### src/rtl/uart_tx_dev_pkg.sv
// Shared constants for the memory-mapped UART transmitter: register offsets,
// base address and serializer state encodings.
package uart_tx_dev_pkg;

    localparam logic [31:0] UART_BASE_ADDR = 32'h0000_7F30;

    localparam logic [1:0] UART_DATA = 2'd0;
    localparam logic [1:0] UART_STAT = 2'd1;
    localparam logic [1:0] UART_CTRL = 2'd2;
    localparam logic [1:0] UART_DIV  = 2'd3;

    typedef enum logic [1:0] {
        ST_IDLE  = 2'd0,
        ST_START = 2'd1,
        ST_DATA  = 2'd2,
        ST_STOP  = 2'd3
    } uart_state_t;

    // A programmed divisor of 0 would stall the bit counter, so it runs as 1.
    function automatic logic [15:0] eff_div(input logic [15:0] div);
        return (div == 16'd0) ? 16'd1 : div;
    endfunction

endpackage

### src/rtl/uart_fifo.sv
// Byte FIFO between the CPU store path and the serializer; storage is not reset,
// only pointers and occupancy are.
module uart_fifo #(
    parameter int DEPTH = 4,
    localparam int AW = $clog2(DEPTH),
    localparam int CW = AW + 1
) (
    input  logic          clk,
    input  logic          reset,
    input  logic          push,
    input  logic          pop,
    input  logic [7:0]    din,
    output logic [7:0]    dout,
    output logic [CW-1:0] count,
    output logic          full,
    output logic          empty
);

    logic [7:0]    mem [DEPTH];
    logic [AW-1:0] wr_ptr;
    logic [AW-1:0] rd_ptr;
    logic          do_push;
    logic          do_pop;

    // Fullness uses the pre-edge count, so a push into a full FIFO is dropped
    // even when a pop happens in the same cycle.
    assign full    = (count == CW'(DEPTH));
    assign empty   = (count == '0);
    assign do_push = push & ~full;
    assign do_pop  = pop & ~empty;
    assign dout    = mem[rd_ptr];

    always_ff @(posedge clk or posedge reset) begin
        if (reset) begin
            wr_ptr <= '0;
            rd_ptr <= '0;
            count  <= '0;
        end else begin
            if (do_push) wr_ptr <= wr_ptr + AW'(1);
            if (do_pop)  rd_ptr <= rd_ptr + AW'(1);
            case ({do_push, do_pop})
                2'b10:   count <= count + CW'(1);
                2'b01:   count <= count - CW'(1);
                default: count <= count;
            endcase
        end
    end

    always_ff @(posedge clk) begin
        if (do_push) mem[wr_ptr] <= din;
    end

endmodule

### src/rtl/uart_tx_dev.sv
// Memory-mapped 8N1 UART transmitter: register decode, baud counter and
// serializer FSM in front of a small byte FIFO.
module uart_tx_dev
    import uart_tx_dev_pkg::*;
#(
    parameter logic [31:0] BASE_ADDR  = UART_BASE_ADDR,
    parameter int          FIFO_DEPTH = 4,
    parameter logic [15:0] DIV_RESET  = 16'd16
) (
    input  logic        clk,
    input  logic        reset,
    input  logic [29:0] Addr,
    input  logic        WE,
    input  logic [31:0] Din,
    output logic [31:0] Dout,
    output logic        tx,
    output logic        IRQ
);

    localparam int CW = $clog2(FIFO_DEPTH) + 1;

    uart_state_t   state, state_nxt;
    logic [15:0]   cnt, cnt_nxt;
    logic [2:0]    bit_idx, bit_idx_nxt;
    logic [7:0]    shift, shift_nxt;
    logic          tx_nxt;
    logic [15:0]   bit_len;
    logic          pop;
    logic          frame_end;

    logic          hit;
    logic [1:0]    reg_sel;
    logic          wr_data, wr_stat, wr_ctrl, wr_div;
    logic          push_ok;

    logic          en, ie;
    logic [15:0]   divisor;
    logic          overflow, done;

    logic [7:0]    fifo_dout;
    logic [CW-1:0] fifo_count;
    logic          fifo_full, fifo_empty;
    logic [2:0]    stat_cnt;
    logic          unused_din;

    assign hit        = (Addr[29:2] == BASE_ADDR[31:4]);
    assign reg_sel    = Addr[1:0];
    assign wr_data    = WE & hit & (reg_sel == UART_DATA);
    assign wr_stat    = WE & hit & (reg_sel == UART_STAT);
    assign wr_ctrl    = WE & hit & (reg_sel == UART_CTRL);
    assign wr_div     = WE & hit & (reg_sel == UART_DIV);
    assign push_ok    = wr_data & ~fifo_full;
    assign stat_cnt   = 3'(fifo_count);
    assign unused_din = ^Din[31:16];

    uart_fifo #(
        .DEPTH (FIFO_DEPTH)
    ) u_fifo (
        .clk   (clk),
        .reset (reset),
        .push  (wr_data),
        .pop   (pop),
        .din   (Din[7:0]),
        .dout  (fifo_dout),
        .count (fifo_count),
        .full  (fifo_full),
        .empty (fifo_empty)
    );

    always_comb begin
        Dout = '0;
        if (hit) begin
            case (reg_sel)
                UART_STAT: Dout[7:0]  = {stat_cnt, done, overflow, fifo_full,
                                         fifo_empty, (state != ST_IDLE)};
                UART_CTRL: Dout[1:0]  = {ie, en};
                UART_DIV:  Dout[15:0] = divisor;
                default:   Dout       = '0;
            endcase
        end
    end

    always_ff @(posedge clk or posedge reset) begin
        if (reset) begin
            en       <= 1'b0;
            ie       <= 1'b0;
            divisor  <= DIV_RESET;
            overflow <= 1'b0;
            done     <= 1'b0;
            IRQ      <= 1'b0;
        end else begin
            if (wr_ctrl) {ie, en} <= Din[1:0];
            if (wr_div)  divisor  <= Din[15:0];
            if (wr_data && fifo_full) overflow <= 1'b1;
            else if (wr_stat)         overflow <= 1'b0;
            // A frame ending on an empty FIFO outranks a same-cycle clear.
            if (frame_end && fifo_empty)  done <= 1'b1;
            else if (wr_stat || push_ok)  done <= 1'b0;
            IRQ <= ie & done;
        end
    end

    // Divisor is sampled at each bit start, so mid-frame writes apply from the next bit.
    assign bit_len = eff_div(divisor) - 16'd1;

    always_comb begin
        state_nxt   = state;
        cnt_nxt     = cnt;
        bit_idx_nxt = bit_idx;
        shift_nxt   = shift;
        pop         = 1'b0;
        frame_end   = 1'b0;
        case (state)
            ST_IDLE: begin
                if (en && !fifo_empty) begin
                    pop       = 1'b1;
                    shift_nxt = fifo_dout;
                    cnt_nxt   = bit_len;
                    state_nxt = ST_START;
                end
            end
            ST_START: begin
                if (cnt == 16'd0) begin
                    state_nxt   = ST_DATA;
                    bit_idx_nxt = 3'd0;
                    cnt_nxt     = bit_len;
                end else begin
                    cnt_nxt = cnt - 16'd1;
                end
            end
            ST_DATA: begin
                if (cnt == 16'd0) begin
                    cnt_nxt = bit_len;
                    if (bit_idx == 3'd7) begin
                        state_nxt = ST_STOP;
                    end else begin
                        bit_idx_nxt = bit_idx + 3'd1;
                        shift_nxt   = {1'b0, shift[7:1]};
                    end
                end else begin
                    cnt_nxt = cnt - 16'd1;
                end
            end
            ST_STOP: begin
                if (cnt == 16'd0) begin
                    state_nxt = ST_IDLE;
                    frame_end = 1'b1;
                end else begin
                    cnt_nxt = cnt - 16'd1;
                end
            end
            default: state_nxt = ST_IDLE;
        endcase
        case (state_nxt)
            ST_START: tx_nxt = 1'b0;
            ST_DATA:  tx_nxt = shift_nxt[0];
            default:  tx_nxt = 1'b1;
        endcase
    end

    always_ff @(posedge clk or posedge reset) begin
        if (reset) begin
            state   <= ST_IDLE;
            cnt     <= '0;
            bit_idx <= '0;
            tx      <= 1'b1;
        end else begin
            state   <= state_nxt;
            cnt     <= cnt_nxt;
            bit_idx <= bit_idx_nxt;
            tx      <= tx_nxt;
        end
    end

    always_ff @(posedge clk) begin
        shift <= shift_nxt;
    end

endmodule

### config.mk
export PLATFORM = sky130hd
export DESIGN_NAME = uart_tx_dev
export DESIGN_NICKNAME = d
export VERILOG_FILES = /design/src/rtl/uart_tx_dev_pkg.sv /design/src/rtl/uart_fifo.sv /design/src/rtl/uart_tx_dev.sv
export SDC_FILE = /design/constraint.sdc
export NUM_CORES = 1
export LEC_CHECK = 0
export CORE_MARGIN = 1.5
export CORE_UTILIZATION = 55
export DETAILED_ROUTE_END_ITERATION = 8
export HOLD_SLACK_MARGIN = 0.1
export PLACE_DENSITY = 0.87
export SLEW_MARGIN = 20
export SYNTH_ARGS = -nofsm -noshare
export SYNTH_HDL_FRONTEND = slang
export SYNTH_SLANG_ARGS = --single-unit
### constraint.sdc
create_clock -name clk -period 6.1 [get_ports clk]
set_clock_uncertainty 0.15 [all_clocks]
set_input_delay 1.525 -clock clk [delete_from_list [all_inputs] [get_ports clk]]
set_output_delay 1.525 -clock clk [all_outputs]
set_load 0.02 [all_outputs]
Word-level counts from Yosys, hierarchy flattened
Memory sizes are Yosys's and may differ from the RTL's.
Cells that the tools add are included.

storage, ports and cells
  register bits after elaboration = 58
  RAM bits = 32
  bits of input ports = 65
  output and inout port bits = 34
  logic and storage cells = 106
  memories = 1

memories
  name        words  width  read ports  clocked after Yosys merged registers in  write ports  line             RTL
  u_fifo.mem  4      8      1           0                                        1            uart_fifo.sv:19  logic [7:0] mem [DEPTH];

cells by class
  add/sub/neg operators = 7
  equal/unequal tests = 18
  multiplexer cells = 35
  bitwise gates (word level) = 10
  reduce and logical (&&, ||, !) cells = 20

operators by type and width
  kind                                                                     number
  16-bit 2-to-1 mux                                                        5
  16-bit case mux with 3 select lines                                      1
  16-bit zero test                                                         2
  8-bit 2-to-1 mux                                                         4
  16-bit by 1-bit subtractor with 16-bit output, second input constant     2
  28-bit by 11-bit equality test with 1-bit output, second input constant  1
  8-bit case mux with 2 select lines                                       1
  2-bit equality test, second input constant                               6
  3-bit case mux with 2 select lines                                       2
  6-bit case mux with 2 select lines                                       1
  2-bit nonzero test                                                       6
  1-bit 2-to-1 mux                                                         10
  2-bit 2-to-1 mux                                                         5
  2-bit inequality test, second input constant                             5
  3-bit 2-to-1 mux                                                         3
  1-bit AND                                                                8
  2-bit by 1-bit equality test with 1-bit output, second input constant    4
  2-bit case mux with 4 select lines                                       1
  4-bit AND reduction                                                      2
  3-bit by 1-bit adder with 3-bit output, second input constant            2
  3-bit equality test, second input constant                               2
  2-bit case mux with 3 select lines                                       1
  2-bit by 1-bit adder with 2-bit output, second input constant            2
  2-bit zero test                                                          2
  9 further kinds                                                          12

Logic depth before layout (Yosys ltp)
  depth after elaboration = 8
  mapped depth = 12
  depth with buffers taken out = 11

By module
From an unflattened synthesis, not the netlist that was laid out.

unflattened totals
  cell total of the unflattened synthesis = 433
  area, all modules = 4890.9 um2

by module, submodules not included
  module       times used  cells an instance  area an instance (um2)
  uart_tx_dev  1           353                3294.4
  uart_fifo    1           80                 1596.5

Worst setup path before layout
Ideal clock, no wire load.

  path kind = input to output
  start point = input Addr[15]
  end point = output Dout[11]
  data arrival time = 3.350 ns
  required time = 4.425 ns
  path slack = 1.075 ns
  cell stages on the path = 7
  cells stage by stage = nor4b_2 > nand4_1 > or4_1 > buf_2 > or2_1 > buf_6 > nor3_1

between the ends
  cells in the longest elaborated chain, start to end = 2

RTL lines
  element                                           line               RTL
  from (decl)                                       uart_tx_dev.sv:12  input logic [29:0] Addr,
  28-bit by 11-bit equality test with 1-bit output  uart_tx_dev.sv:46  assign hit = (Addr[29:2] == BASE_ADDR[31:4]);
  16-bit 2-to-1 mux                                 uart_tx_dev.sv:72  if (hit) begin
  to (decl)                                         uart_tx_dev.sv:15  output logic [31:0] Dout,

Every way passes these cells.

Worst setup path in the final report
Ends and elaborated chain as after synthesis.

==> flow_summary.json <==
{
  "worstMarginPinSlew_ns": 0.851,
  "synth.yosys.seq_area_share_pct": 49.4,
  "finalCritPeriodShare_pct": 96.2,
  "routed-via-count": 3876,
  "postSynth.asyncResetShare_pct": 55.6,
  "slew_headroom_pct": 43.2,
  "cp_max_fo": 9,
  "fill_cells": 651,
  "ant_nets": 0,
  "gp_congestion": 0.945,
  "end_kind": "output port",
  "power_mw": 1.10,
  "power_frac_seq_pct": 57.3,
  "drv_cap": 0,
  "wl_per_cell_um": 18.3,
  "dieArea_mm2": 0.00957,
  "grt_pass1_wl_mm": 19.1,
  "cts_setup_buffers": 0,
  "finalSetupTns_ns": 0,
  "status": "completed",
  "place_inst": 612,
  "critPathBufInv": 3,
  "synth_cells": 451,
  "syn_area_mm2": 0.00494,
  "cts_root_buffer": "clkbuf_8",
  "min_path_type": "flop to flop",
  "diodes": 0,
  "grt_remaining_overflow": 0,
  "max_freq_mhz": 170,
  "power_frac_comb_pct": 5.2,
  "regArea_mm2": 0.00244,
  "cts.sinks": 90,
  "initial_core_util_pct": 56.7,
  "grtUsageTotal_pct": 25.0,
  "start_kind": "primary input",
  "yosysWarnings": 0,
  "syn_to_final_growth_pct": 17.7,
  "synth_edf_count": 39,
  "antenna_found_initial": 0,
  "cts_max_path_buffers": 2,
  "drive_gt1_share_pct": 10.8,
  "drc": 0,
  "path_delay_family": "simple AND/OR/NAND/NOR gates",
  "fin_nets": 594,
  "chipWidth_um": 97.8,
  "peakVddDrop_uv": 138,
  "cts_resized": 0,
  "cts_tree": "built",
  "cts.htree.levels": 3,
  "slew_violations": 0,
  "viasPerCell": 6.17,
  "drtIter0Drc": 263,
  "routed_wl_mm": 11.5,
  "power_density_mw_per_mm2": 189,
  "clockPowerShare_pct": 37.5,
  "synth_flop_cell": "dfrtp_1",
  "row_count": 34,
  "internal_power_uw": 825,
  "io_pins": 99,
  "required_ns": 4.43,
  "rsz0062_at_grt": "false",
  "stdcell_count": 628,
  "ys_types": 63,
  "clk_pin_slew_worst_paths_ns": 0.10,
  "fp.dieH_um": 97.8,
  "crit_top_cell": "clkdlybuf4s50_1",
  "grt_pass1_vias": 3872,
  "cpPeakStageDelay_ns": 0.67,
  "setup_viol": 0,
  "clk_latency_ns": 0.37,
  "path_class": "primary input to output port",
  "arrival_ns": 4.20,
  "dpl_cell_area_mm2": 0.00562,
  "port-buffer-count": 66,
  "synth_seq_cells": 90,
  "dp_hpwl_mm": 8.04,
  "ctsHoldBuffers": 0,
  "netSwitchingFraction_pct": 25.1,
  "fin_area_mm2": 0.00582,
  "final_hold_viol_count": 0,
  "p_leak_nw": 2.42,
  "numCtsBuffers": 9,
  "first_pass_iters": 5,
  "path_cells": "clkdlybuf4s50_1 > nor4b_2 > nand4_1 > or4_1 > or2_1 > buf_4 > nor3_1 > clkdlybuf4s50_1",
  "grt_max_degree": 51,
  "power_switching_uw": 277,
  "multi_input_area_mm2": 0.00228,
  "synth.avg_cell_area_um2": 11.0,
  "finalCriticalPeriod_ns": 5.87,
  "core_area_mm2": 0.00872,
  "critPathSlowestCell": "clkdlybuf4s50_1"
}
[metal layers]
metal	vias up	share of wire (%)	global-route usage [%]	wire length (µm)
li1	1756	-	-	-
met1	1878	41	32.3	4740
met2	210	49	42.0	5640
met3	32	7.7	5.44	881
met4	0	2.1	8.46	238
met5	-	0	0	0
[final timing paths]
kind	cells past startpoint	slack, ns	endpoint	start
setup / recovery	8	0.23	Dout[11]	Addr[15]
hold / removal	2	0.38	shift[6]	shift[7]
setup reg to reg	8	2.71	shift[6]	cnt[0]
max in group asynchronous	3	3.86	divisor[10]	reset
min in group asynchronous	3	1.48	state[0]	reset
hold reg to reg	2	0.38	shift[6]	shift[7]
[metrics by stage]
| step | setup slack (ns) | utilization [%] | hold slack, ns |
|---|---|---|---|
| after floorplan | 1.08 | - | 0.325 |
| after global placement | 0.284 | 64.4 | 0.342 |
| after detailed placement | 0.256 | 64.5 | 0.353 |
| after CTS | 0.249 | 66.8 | 0.380 |
| after global routing | 0.0538 | 66.8 | 0.408 |
| final | 0.230 | 66.8 | 0.379 |
[power by group through the flow]
stage | logic (mW) | registers, mW | clock network (mW)
2_1_floorplan | 0.0278 | 0.644 | 0
3_3_place_gp | 0.0570 | 0.644 | 0
3_5_place_dp | 0.0581 | 0.644 | 0
4_1_cts | 0.0585 | 0.631 | 0.415
5_1_grt | 0.0624 | 0.631 | 0.441
6_report | 0.0578 | 0.631 | 0.413
[synthesized netlist by cell type, types with 13 or more instances]
master | number | share of area [%]
buf_4 | 16 | 2.4
inv_1 | 19 | 1.4
dfrtp_1 | 48 | 24
edfxtp_1 | 39 | 24
o21ai_0 | 21 | 2.1
nor3_1 | 17 | 1.7
and2_1 | 15 | 1.9
ha_1 | 13 | 3.3
nor2_1 | 34 | 2.6
nand2_1 | 45 | 3.4
a21oi_1 | 21 | 2.1
[layout by cell type, fill, tap and decap left out, types with 3 or more instances in the layout]
| cell | n |
|---|---|
| clkdlybuf4s50_1 | 66 |
| a31oi_1 | 4 |
| buf_4 | 3 |
| ha_1 | 13 |
| nor4_1 | 9 |
| clkbuf_8 | 9 |
| or3_1 | 3 |
| mux2_2 | 8 |
| mux4_2 | 8 |
| nand2_1 | 45 |
| a21oi_1 | 21 |
| xor2_1 | 7 |
| nand4_1 | 5 |
| inv_1 | 18 |
| edfxtp_1 | 39 |
| conb_1 | 16 |
| mux2i_1 | 10 |
| mux2_4 | 10 |
| o22ai_1 | 4 |
| and2_1 | 15 |
| nor2_1 | 34 |
| inv_8 | 3 |
| nor3_1 | 17 |
| xnor2_1 | 9 |
| dfrtp_1 | 48 |
| o21ai_0 | 21 |
| nand3_1 | 10 |
| o221ai_1 | 6 |
| or4_1 | 4 |
| o311ai_0 | 3 |
| nand2b_1 | 5 |
| o31ai_1 | 4 |
[registers in the layout, indices dropped and copies added (netlist names)]
| register | cells |
|---|---|
| state | 2 |
| u_fifo.count | 3 |
| u_fifo.mem | 32 |
| ie | 1 |
| u_fifo.rd_ptr | 2 |
| done | 1 |
| u_fifo.wr_ptr | 2 |
| cnt | 16 |
| shift | 8 |
| bit_idx | 3 |
| overflow | 1 |
| divisor | 16 |
| tx | 1 |
| IRQ | 1 |
| en | 1 |
[tightest hold or removal path, delay by kind of cell (launching register included)]
| kind | cells | cell delay [ns] |
|---|---|---|
| and+or+nand+nor | 2 | 0.10 |
| DFF | 1 | 0.33 |
[cell type report]
cell class                 instances  share of cell area [%]
tap                              108                    2.32
sequential                        90                    42.0
multi-input combinational        325                    39.2
inverter                          20                    1.29
clock buffer                       9                    2.13
timing repair buffer              69                    11.7
clock inverter                     7                    1.31
[logic make-up after synthesis]
group	after synthesis	synth area share (%)
adder cells (fa/ha/maj)	14	3.69
multiplexers	36	10.5
XOR/XNOR	16	2.83
flip-flops	90	49.4
other	1	0.0758
AO/OA/AOI/OAI	82	10.8
buffers and inverters	51	5.64
AND/OR/NAND/NOR	161	17.0
Note: power is estimated with default switching activity, not from simulation.
